===== config.mk =====
export PLATFORM = sky130hd
export DESIGN_NAME = acc_sequencer
export DESIGN_NICKNAME = d
export VERILOG_FILES = /design/src/rtl/acc_sequencer.sv
export SDC_FILE = /design/constraint.sdc
export NUM_CORES = 1
export LEC_CHECK = 0
export ABC_AREA = 1
export CAP_MARGIN = 25
export CORE_MARGIN = 1
export CORE_UTILIZATION = 36
export CTS_BUF_LIST = sky130_fd_sc_hd__clkbuf_8 sky130_fd_sc_hd__clkbuf_16
export DETAILED_ROUTE_END_ITERATION = 8
export GPL_ROUTABILITY_DRIVEN = 0
export PLACE_DENSITY = 0.58
export SLEW_MARGIN = 20
export SYNTH_ARGS = -nofsm -noshare
export SYNTH_HDL_FRONTEND = slang
export SYNTH_SLANG_ARGS = --single-unit
export TNS_END_PERCENT = 100

===== constraint.sdc =====
create_clock -name clk -period 2.8 [get_ports clk]
set_input_delay 0.42 -clock clk [delete_from_list [all_inputs] [get_ports clk]]
set_output_delay 0.42 -clock clk [all_outputs]
set_load 0.03 [all_outputs]

===== src/rtl/acc_sequencer.sv =====
// Purpose: single-accumulator instruction sequencer that fetches, decodes and executes from a word memory.
// Latency: NOP/LDI/JMP/JZ take 2 cycles, LOAD/STORE/ADD/SUB take 3 cycles when acked in the first request cycle.
// Backpressure: mem_req and its address/data are held stable until mem_ack; there is no timeout.
module acc_sequencer (
  input  logic        clk,
  input  logic        reset,
  input  logic        start,
  output logic        mem_req,
  output logic        mem_we,
  output logic [15:0] mem_addr,
  output logic [15:0] mem_wdata,
  input  logic        mem_ack,
  input  logic [15:0] mem_rdata,
  output logic [15:0] acc,
  output logic [15:0] pc,
  output logic [15:0] ir,
  output logic        busy,
  output logic        halted,
  output logic        illegal,
  output logic [15:0] retired
);

  typedef enum logic [2:0] {
    S_IDLE   = 3'd0,
    S_FETCH  = 3'd1,
    S_DECODE = 3'd2,
    S_MEM    = 3'd3,
    S_HALT   = 3'd4
  } state_t;

  // Accumulator update selected by the control path.
  typedef enum logic [2:0] {
    ACC_HOLD = 3'd0,
    ACC_IMM  = 3'd1,
    ACC_LOAD = 3'd2,
    ACC_ADD  = 3'd3,
    ACC_SUB  = 3'd4
  } acc_op_t;

  // Instruction word view of the instruction register.
  typedef struct packed {
    logic [3:0]  opcode;
    logic [11:0] operand;
  } instr_t;

  localparam logic [3:0] OP_NOP   = 4'h0;
  localparam logic [3:0] OP_LOAD  = 4'h1;
  localparam logic [3:0] OP_STORE = 4'h2;
  localparam logic [3:0] OP_ADD   = 4'h3;
  localparam logic [3:0] OP_SUB   = 4'h4;
  localparam logic [3:0] OP_JMP   = 4'h5;
  localparam logic [3:0] OP_JZ    = 4'h6;
  localparam logic [3:0] OP_LDI   = 4'h7;
  localparam logic [3:0] OP_HALT  = 4'hF;

  state_t      state;
  state_t      state_nxt;
  instr_t      instr;
  logic [15:0] eff_addr;

  // Control strobes from the FSM to the datapath registers.
  logic        ir_ld;
  logic        pc_inc;
  logic        pc_ld_ea;
  acc_op_t     acc_op;
  logic        retire_inc;
  logic        illegal_set;

  assign instr    = instr_t'(ir);
  assign eff_addr = {4'h0, instr.operand};

  // Status flags decode straight from the state so reset clears them without a clock.
  assign busy   = (state == S_FETCH) || (state == S_DECODE) || (state == S_MEM);
  assign halted = (state == S_HALT);

  // State register; reset forces IDLE immediately, which also drops mem_req.
  always_ff @(posedge clk or posedge reset) begin
    if (reset) begin
      state <= S_IDLE;
    end else begin
      state <= state_nxt;
    end
  end

  // Next-state, memory interface and datapath strobes.
  always_comb begin
    state_nxt   = state;
    mem_req     = 1'b0;
    mem_we      = 1'b0;
    mem_addr    = pc;
    mem_wdata   = 16'h0000;
    ir_ld       = 1'b0;
    pc_inc      = 1'b0;
    pc_ld_ea    = 1'b0;
    acc_op      = ACC_HOLD;
    retire_inc  = 1'b0;
    illegal_set = 1'b0;

    case (state)
      S_IDLE: begin
        if (start) begin
          state_nxt = S_FETCH;
        end
      end

      S_FETCH: begin
        mem_req  = 1'b1;
        mem_addr = pc;
        if (mem_ack) begin
          ir_ld     = 1'b1;
          pc_inc    = 1'b1;
          state_nxt = S_DECODE;
        end
      end

      S_DECODE: begin
        case (instr.opcode)
          OP_NOP: begin
            retire_inc = 1'b1;
            state_nxt  = S_FETCH;
          end
          OP_LDI: begin
            acc_op     = ACC_IMM;
            retire_inc = 1'b1;
            state_nxt  = S_FETCH;
          end
          OP_JMP: begin
            pc_ld_ea   = 1'b1;
            retire_inc = 1'b1;
            state_nxt  = S_FETCH;
          end
          OP_JZ: begin
            pc_ld_ea   = (acc == 16'h0000);
            retire_inc = 1'b1;
            state_nxt  = S_FETCH;
          end
          OP_LOAD, OP_STORE, OP_ADD, OP_SUB: begin
            state_nxt = S_MEM;
          end
          OP_HALT: begin
            state_nxt = S_HALT;
          end
          default: begin
            illegal_set = 1'b1;
            state_nxt   = S_HALT;
          end
        endcase
      end

      S_MEM: begin
        // ir and acc cannot change until the ack, so the request stays stable.
        mem_req  = 1'b1;
        mem_addr = eff_addr;
        if (instr.opcode == OP_STORE) begin
          mem_we    = 1'b1;
          mem_wdata = acc;
        end
        if (mem_ack) begin
          case (instr.opcode)
            OP_LOAD: acc_op = ACC_LOAD;
            OP_ADD:  acc_op = ACC_ADD;
            OP_SUB:  acc_op = ACC_SUB;
            default: acc_op = ACC_HOLD;
          endcase
          retire_inc = 1'b1;
          state_nxt  = S_FETCH;
        end
      end

      S_HALT: begin
        state_nxt = S_HALT;
      end

      default: begin
        state_nxt = S_IDLE;
      end
    endcase
  end

  // Architectural registers: ir, pc, acc, retire counter and the sticky illegal flag.
  always_ff @(posedge clk or posedge reset) begin
    if (reset) begin
      ir      <= 16'h0000;
      pc      <= 16'h0000;
      acc     <= 16'h0000;
      retired <= 16'h0000;
      illegal <= 1'b0;
    end else begin
      if (ir_ld) begin
        ir <= mem_rdata;
      end

      if (pc_inc) begin
        pc <= pc + 16'h0001;
      end else if (pc_ld_ea) begin
        pc <= eff_addr;
      end

      case (acc_op)
        ACC_IMM:  acc <= eff_addr;
        ACC_LOAD: acc <= mem_rdata;
        ACC_ADD:  acc <= acc + mem_rdata;
        ACC_SUB:  acc <= acc - mem_rdata;
        default:  acc <= acc;
      endcase

      if (retire_inc) begin
        retired <= retired + 16'h0001;
      end

      if (illegal_set) begin
        illegal <= 1'b1;
      end
    end
  end

endmodule


; Word-level counts from Yosys, hierarchy flattened
; Cells that the tools add are included.
[totals]
register_bits = 68
latch_bits = 0
mem_bits_rw = 0
mem_bits_ro = 0
inputBits = 20
elab_cells = 67
n_memories = 0
[op_classes]
n_addsub = 4
n_mul = 0
div_mod_pow = 0
order_cmp = 0
eq_ne = 19
shift = 0
muxes = 26
bitwise_logic = 0
n_reduce_logical = 12
[op_table]
columns = cell, count
row1 = 16-bit 2-to-1 mux, 5
row2 = 16-bit case mux with 4 select lines, 1
row3 = 16-bit by 1-bit adder with 16-bit output (second input constant), 2
row4 = 16-bit adder, 1
row5 = 4-bit by 3-bit equality test with 1-bit output (second input constant), 4
row6 = 16-bit zero test, 1
row7 = 16-bit subtractor, 1
row8 = 3-bit case mux with 5 select lines, 1
row9 = 3-bit by 2-bit equality test with 1-bit output (second input constant), 4
row10 = 3-bit 2-to-1 mux, 4
row11 = 3-bit case mux with 2 select lines, 2
row12 = 1-bit 2-to-1 mux, 10
row13 = 3-bit case mux with 3 select lines, 1
row14 = 9-bit OR reduction, 1
row15 = 4-bit by 2-bit equality test with 1-bit output (second input constant), 2
row16 = 4-bit OR reduction, 2
row17 = 3-bit by 1-bit equality test with 1-bit output (second input constant), 2
row18 = 3-bit equality test (second input constant), 2
row19 = 2-bit != test (second input constant), 3
row20 = 4-bit by 1-bit equality test with 1-bit output (second input constant), 1
row21 = 4-bit equality test (second input constant), 1
row22 = 4-bit zero test, 1
row23 = 1-bit case mux with 2 select lines, 2
row24 = 4-bit nonzero test, 1
row25 = 5 further kinds, 6

; Logic depth before layout (Yosys ltp)
[logic_depth]
ltp_word = 6
depth_mapped = 20
mapped_depth_nobuf = 20

; Worst setup path before layout
; Ideal clock, no wire load.
[synth_path]
kind = register to register
startpoint = register ir[15]
endpoint = register acc[15]
arrival_ns = 2.475
t_required_ns = 2.681
setup_slack_ns = 0.206
path_stages_with_launch = 17
synth_period_minus_slack_ns = 2.594
path_cell_list = dfrtp_1 -> inv_2 -> nand2_1 -> nor2_2 -> nand2_4 -> buf_4 -> nand2_1 -> xor2_1 -> ha_1 -> nand2_1 -> inv_1 -> a21oi_1 -> nand2_1 -> a21oi_1 -> nand2_1 -> nand3_1 -> nand2_1
[synth_between]
elab_chain_cells = 6
elab_cells_between_ends = 14
classes_between = eq/ne: 8 / mux: 5 / reduce/logical: 1
[synth_lines]
columns = element, line_no
row1 = "start, declared", 16  ; output logic [15:0] ir,
row2 = "start signal, assigned", 190  ; ir <= mem_rdata;
row3 = "4-bit by 3-bit equality test with 1-bit output, or another cell as far along", 159  ; case (instr.opcode)
row4 = 3-bit case mux with 3 select lines, 159
row5 = 3-bit 2-to-1 mux, 158  ; if (mem_ack) begin
row6 = 3-bit case mux with 2 select lines (*), 99  ; case (state)
row7 = "3-bit equality test, or another cell as far along", 199  ; case (acc_op)
row8 = 16-bit case mux with 4 select lines or 4-bit nonzero test (tied branches), -
row9 = "end signal, assigned", 200  ; ACC_IMM: acc <= eff_addr;
row10 = "end signal, assigned", 201  ; ACC_LOAD: acc <= mem_rdata;
row11 = "end signal, assigned", 202  ; ACC_ADD: acc <= acc + mem_rdata;
row12 = "end, declared", 14  ; output logic [15:0] acc,
; Mark *: on every way between the ends. The rest lies on a longest branch, timed or not.
; A chain may end at the register's enable or synchronous reset.

; Final worst setup path
[layout_path]
startpoint = input port mem_rdata[0]
endpoint = register acc[8]
[layout_between]
elab_chain_cells = 2
elab_cells_between_ends = 3
classes_between = add/sub: 2 / mux: 1
[layout_lines]
columns = element, line_no
row1 = "start, declared", 13  ; input logic [15:0] mem_rdata,
row2 = 16-bit subtractor or 16-bit adder (tied branches), "203, 202"
row3 = 16-bit case mux with 4 select lines (*), 199
row4 = "end signal, assigned", 200
row5 = "end signal, assigned", 201
row6 = "end signal, assigned", 203  ; ACC_SUB: acc <= acc - mem_rdata;
; Marked as above.

==> flow_summary.json <==
{
  "cap_violations": 0,
  "cp.required_ps": 3040,
  "cts_root_buf": "clkbuf_16",
  "ys_ff_latch": 68,
  "layout_common_cells": "250 x nand2_1, 108 x inv_1, 104 x clkdlybuf4s50_1",
  "hold_buffers": 0,
  "vias": 6003,
  "hold_violations": 0,
  "p_per_area_nw_per_um2": 1100,
  "arrival_ps": 2850,
  "ys_warn_count": 0,
  "first_global_vias": 5642,
  "synth_area_um2": 5380,
  "routed_via_density": 4.97,
  "drtPass1Iterations": 5,
  "place_area_um2": 7240,
  "rsz0062_at_grt": "true",
  "startpoint": "mem_rdata[0]",
  "relSlewSlack_pct": 63.2,
  "fmax_mhz": 382,
  "r2r-start": "ir[12]$_DFFE_PP0P_",
  "diodes": 0,
  "min_period_ps": 2620,
  "yosysTopAreaCell": "dfrtp_1",
  "finalNetCount": 1057,
  "crit_path_max_incr_delay_ps": 480,
  "die_w_um": 124,
  "grtUsageTotal_pct": 25.3,
  "die_height_um": 124,
  "port_buffers": 120,
  "coreArea_um2": 14500,
  "drtIter0Drc": 514,
  "clockBufferDepth": 2,
  "end_kind": "flip-flop",
  "gr-total-overflow": 0,
  "drv_slew": 0,
  "p_leak_nw": 3.80,
  "fin_worst_skew_ps": 7.10,
  "final_cells": 1207,
  "io_pins": 121,
  "htree_levels": 3,
  "grt_max_degree": 69,
  "cp_max_fo": 4,
  "grt_antenna_before_repair": 0,
  "layout_commonest_cell": "nand2_1",
  "preCtsSetupSlack_ps": -253,
  "fin_ws_ps": 182,
  "clkTransAtPathRegs_ps": 60,
  "start_util_pct": 37.0,
  "synth.distinct_cells": 38,
  "place_hpwl_mm": 14.9,
  "tightest_slew_ps": 548,
  "avgSynthCellArea_um2": 6.49,
  "antenna_left": 0,
  "start_kind": "input pin",
  "cp_cell_sequence": "clkdlybuf4s50_1, inv_1, buf_4, nand2_1, nor2_2, a21oi_1, xor2_1, inv_1, ha_1, nand2_1, inv_1, a21oi_1, nand2_1, nor2_1, nor2_2, nor2_1, nor2_1",
  "syn_nets": 868,
  "synth-seq-area-share_pct": 31.6,
  "internal_power_mw": 4.22,
  "cts_tree": "built",
  "min_path_type": "input pin to asynchronous set/reset pin",
  "std_cell_rows": 44,
  "grt_pass1_wl_mm": 30.6,
  "cts_buffers": 9,
  "pwr-share-seq_pct": 21.9,
  "synth_top_area_share_pct": 31.6,
  "yosys-top-cells-area": "dfrtp_1 32%, nand2_1 18%, inv_1 7.7%",
  "design.die.area_um2": 15400,
  "p_sw_mw": 4.17,
  "drive_above_1_share_pct": 14.8,
  "fin_area_um2": 7630,
  "final_util_pct": 52.5,
  "fill_cells": 1497,
  "run_status": "finished clean",
  "ir_drop_uv": 765,
  "worstSkewPairLatency_ps": 350,
  "power_frac_comb_pct": 62.8,
  "finalSetupViolations": 0,
  "final.period_utilization_pct": 93.5,
  "worstSetupPathType": "input pin to flip-flop",
  "p_clk_share_pct": 15.3,
  "clkSinkCount": 68,
  "dp.cells": 1190,
  "syn2layout_area_growth_pct": 41.8,
  "wl_per_cell_um": 15.9,
  "drc": 0,
  "netlist_instances": 829,
  "routed_wl_mm": 19.2,
  "power.share.switching_pct": 49.7,
  "cp_slowest_cell": "clkdlybuf4s50_1"
}
## cell usage after synthesis (all sizes together)
library cell  number
nor4               3
fa                 1
clkinv             1
buf               13
dfrtp             68
nand2            261
xnor2              5
o211ai             2
nand3             76
a21oi             22
ha                18
clkbuf             2
o21ai             59
o21a               1
nor3              12
nand3b             4
nor2             106
o21bai             4
inv              115
xor2              29
and2               2
o22ai              5
o31ai              1
nand4             16
or2                3
## cell families after synthesis
kind of cell             synth area share, %
flip-flops                              31.6
buffers and inverters                   9.90
AO/OA/AOI/OAI                           9.30
adder cells (fa/ha/maj)                 4.56
XOR/XNOR                                5.53
AND/OR/NAND/NOR                         39.1
## path summary, 6_finish.rpt
path | end | slack [ps] | cells after the start
min in group clk | retired[3]$_DFFE_PP0P_ | 530 | 1
hold / removal | pc[13]$_DFFE_PP0P_ | 450 | 3
hold reg to reg | retired[3]$_DFFE_PP0P_ | 530 | 1
setup / recovery | acc[8]$_DFFE_PP0P_ | 180 | 17
setup reg to reg | acc[7]$_DFFE_PP0P_ | 250 | 15
max in group asynchronous | acc[9]$_DFFE_PP0P_ | 2000 | 3
## critical path, delay by kind of cell
family                   cells  cell delay, ps
buffers and inverters        5             850
AND/OR/NAND/NOR              8             790
AO/OA/AOI/OAI                2             290
XOR/XNOR                     1             180
adder cells (fa/ha/maj)      1             320
## power groups by stage
stage,sequential (mW),clock (mW),combinational (mW)
floorplan,2.44,0,2.38
global placement,1.85,0,5.15
detailed placement,1.84,0,5.15
CTS,1.83,1.30,5.18
global route,1.90,1.33,5.74
finish,1.84,1.28,5.26
## registers in the layout (all words and copies together), names as in the netlist
register / count
acc: 16
pc: 16
ir: 16
illegal: 1
state: 3
retired: 16
## per-stage QoR
step	power, mW	TNS (ps)	hold WS [ps]
after CTS	8.32	0	487
after global placement	7.01	-1380	505
after global routing	8.97	-79.1	522
after floorplan	4.81	0	531
after detailed placement	6.99	-1710	495
final	8.39	0	451
## area by class of cell
| cell class | count | area (um2) | area share [%] |
|---|---|---|---|
| multi-input combinational | 630 | 3200 | 42.0 |
| clock inverter | 7 | 98.8 | 1.30 |
| sequential | 68 | 1700 | 22.3 |
| timing repair buffer | 193 | 1730 | 22.7 |
| inverter | 116 | 439 | 5.75 |
| tap | 184 | 230 | 3.02 |
| clock buffer | 9 | 225 | 2.95 |
## what timing repair did
| item | CTS | global route |
|---|---|---|
| resized for setup | 0 | 23 |
| buffers inserted | 0 | 1 |
| setup endpoints to repair | 0 | 11 |
## routing by layer
layer  vias to the layer above  share of wire [%]  GRT usage, %
met1                      2748                 47          35.0
met2                       218                 46          40.6
met5                         -                  0             0
met3                        25                5.5          3.87
li1                       3012                  -             -
met4                         0                2.2          7.73
Note: power is estimated with default switching activity, not from simulation.
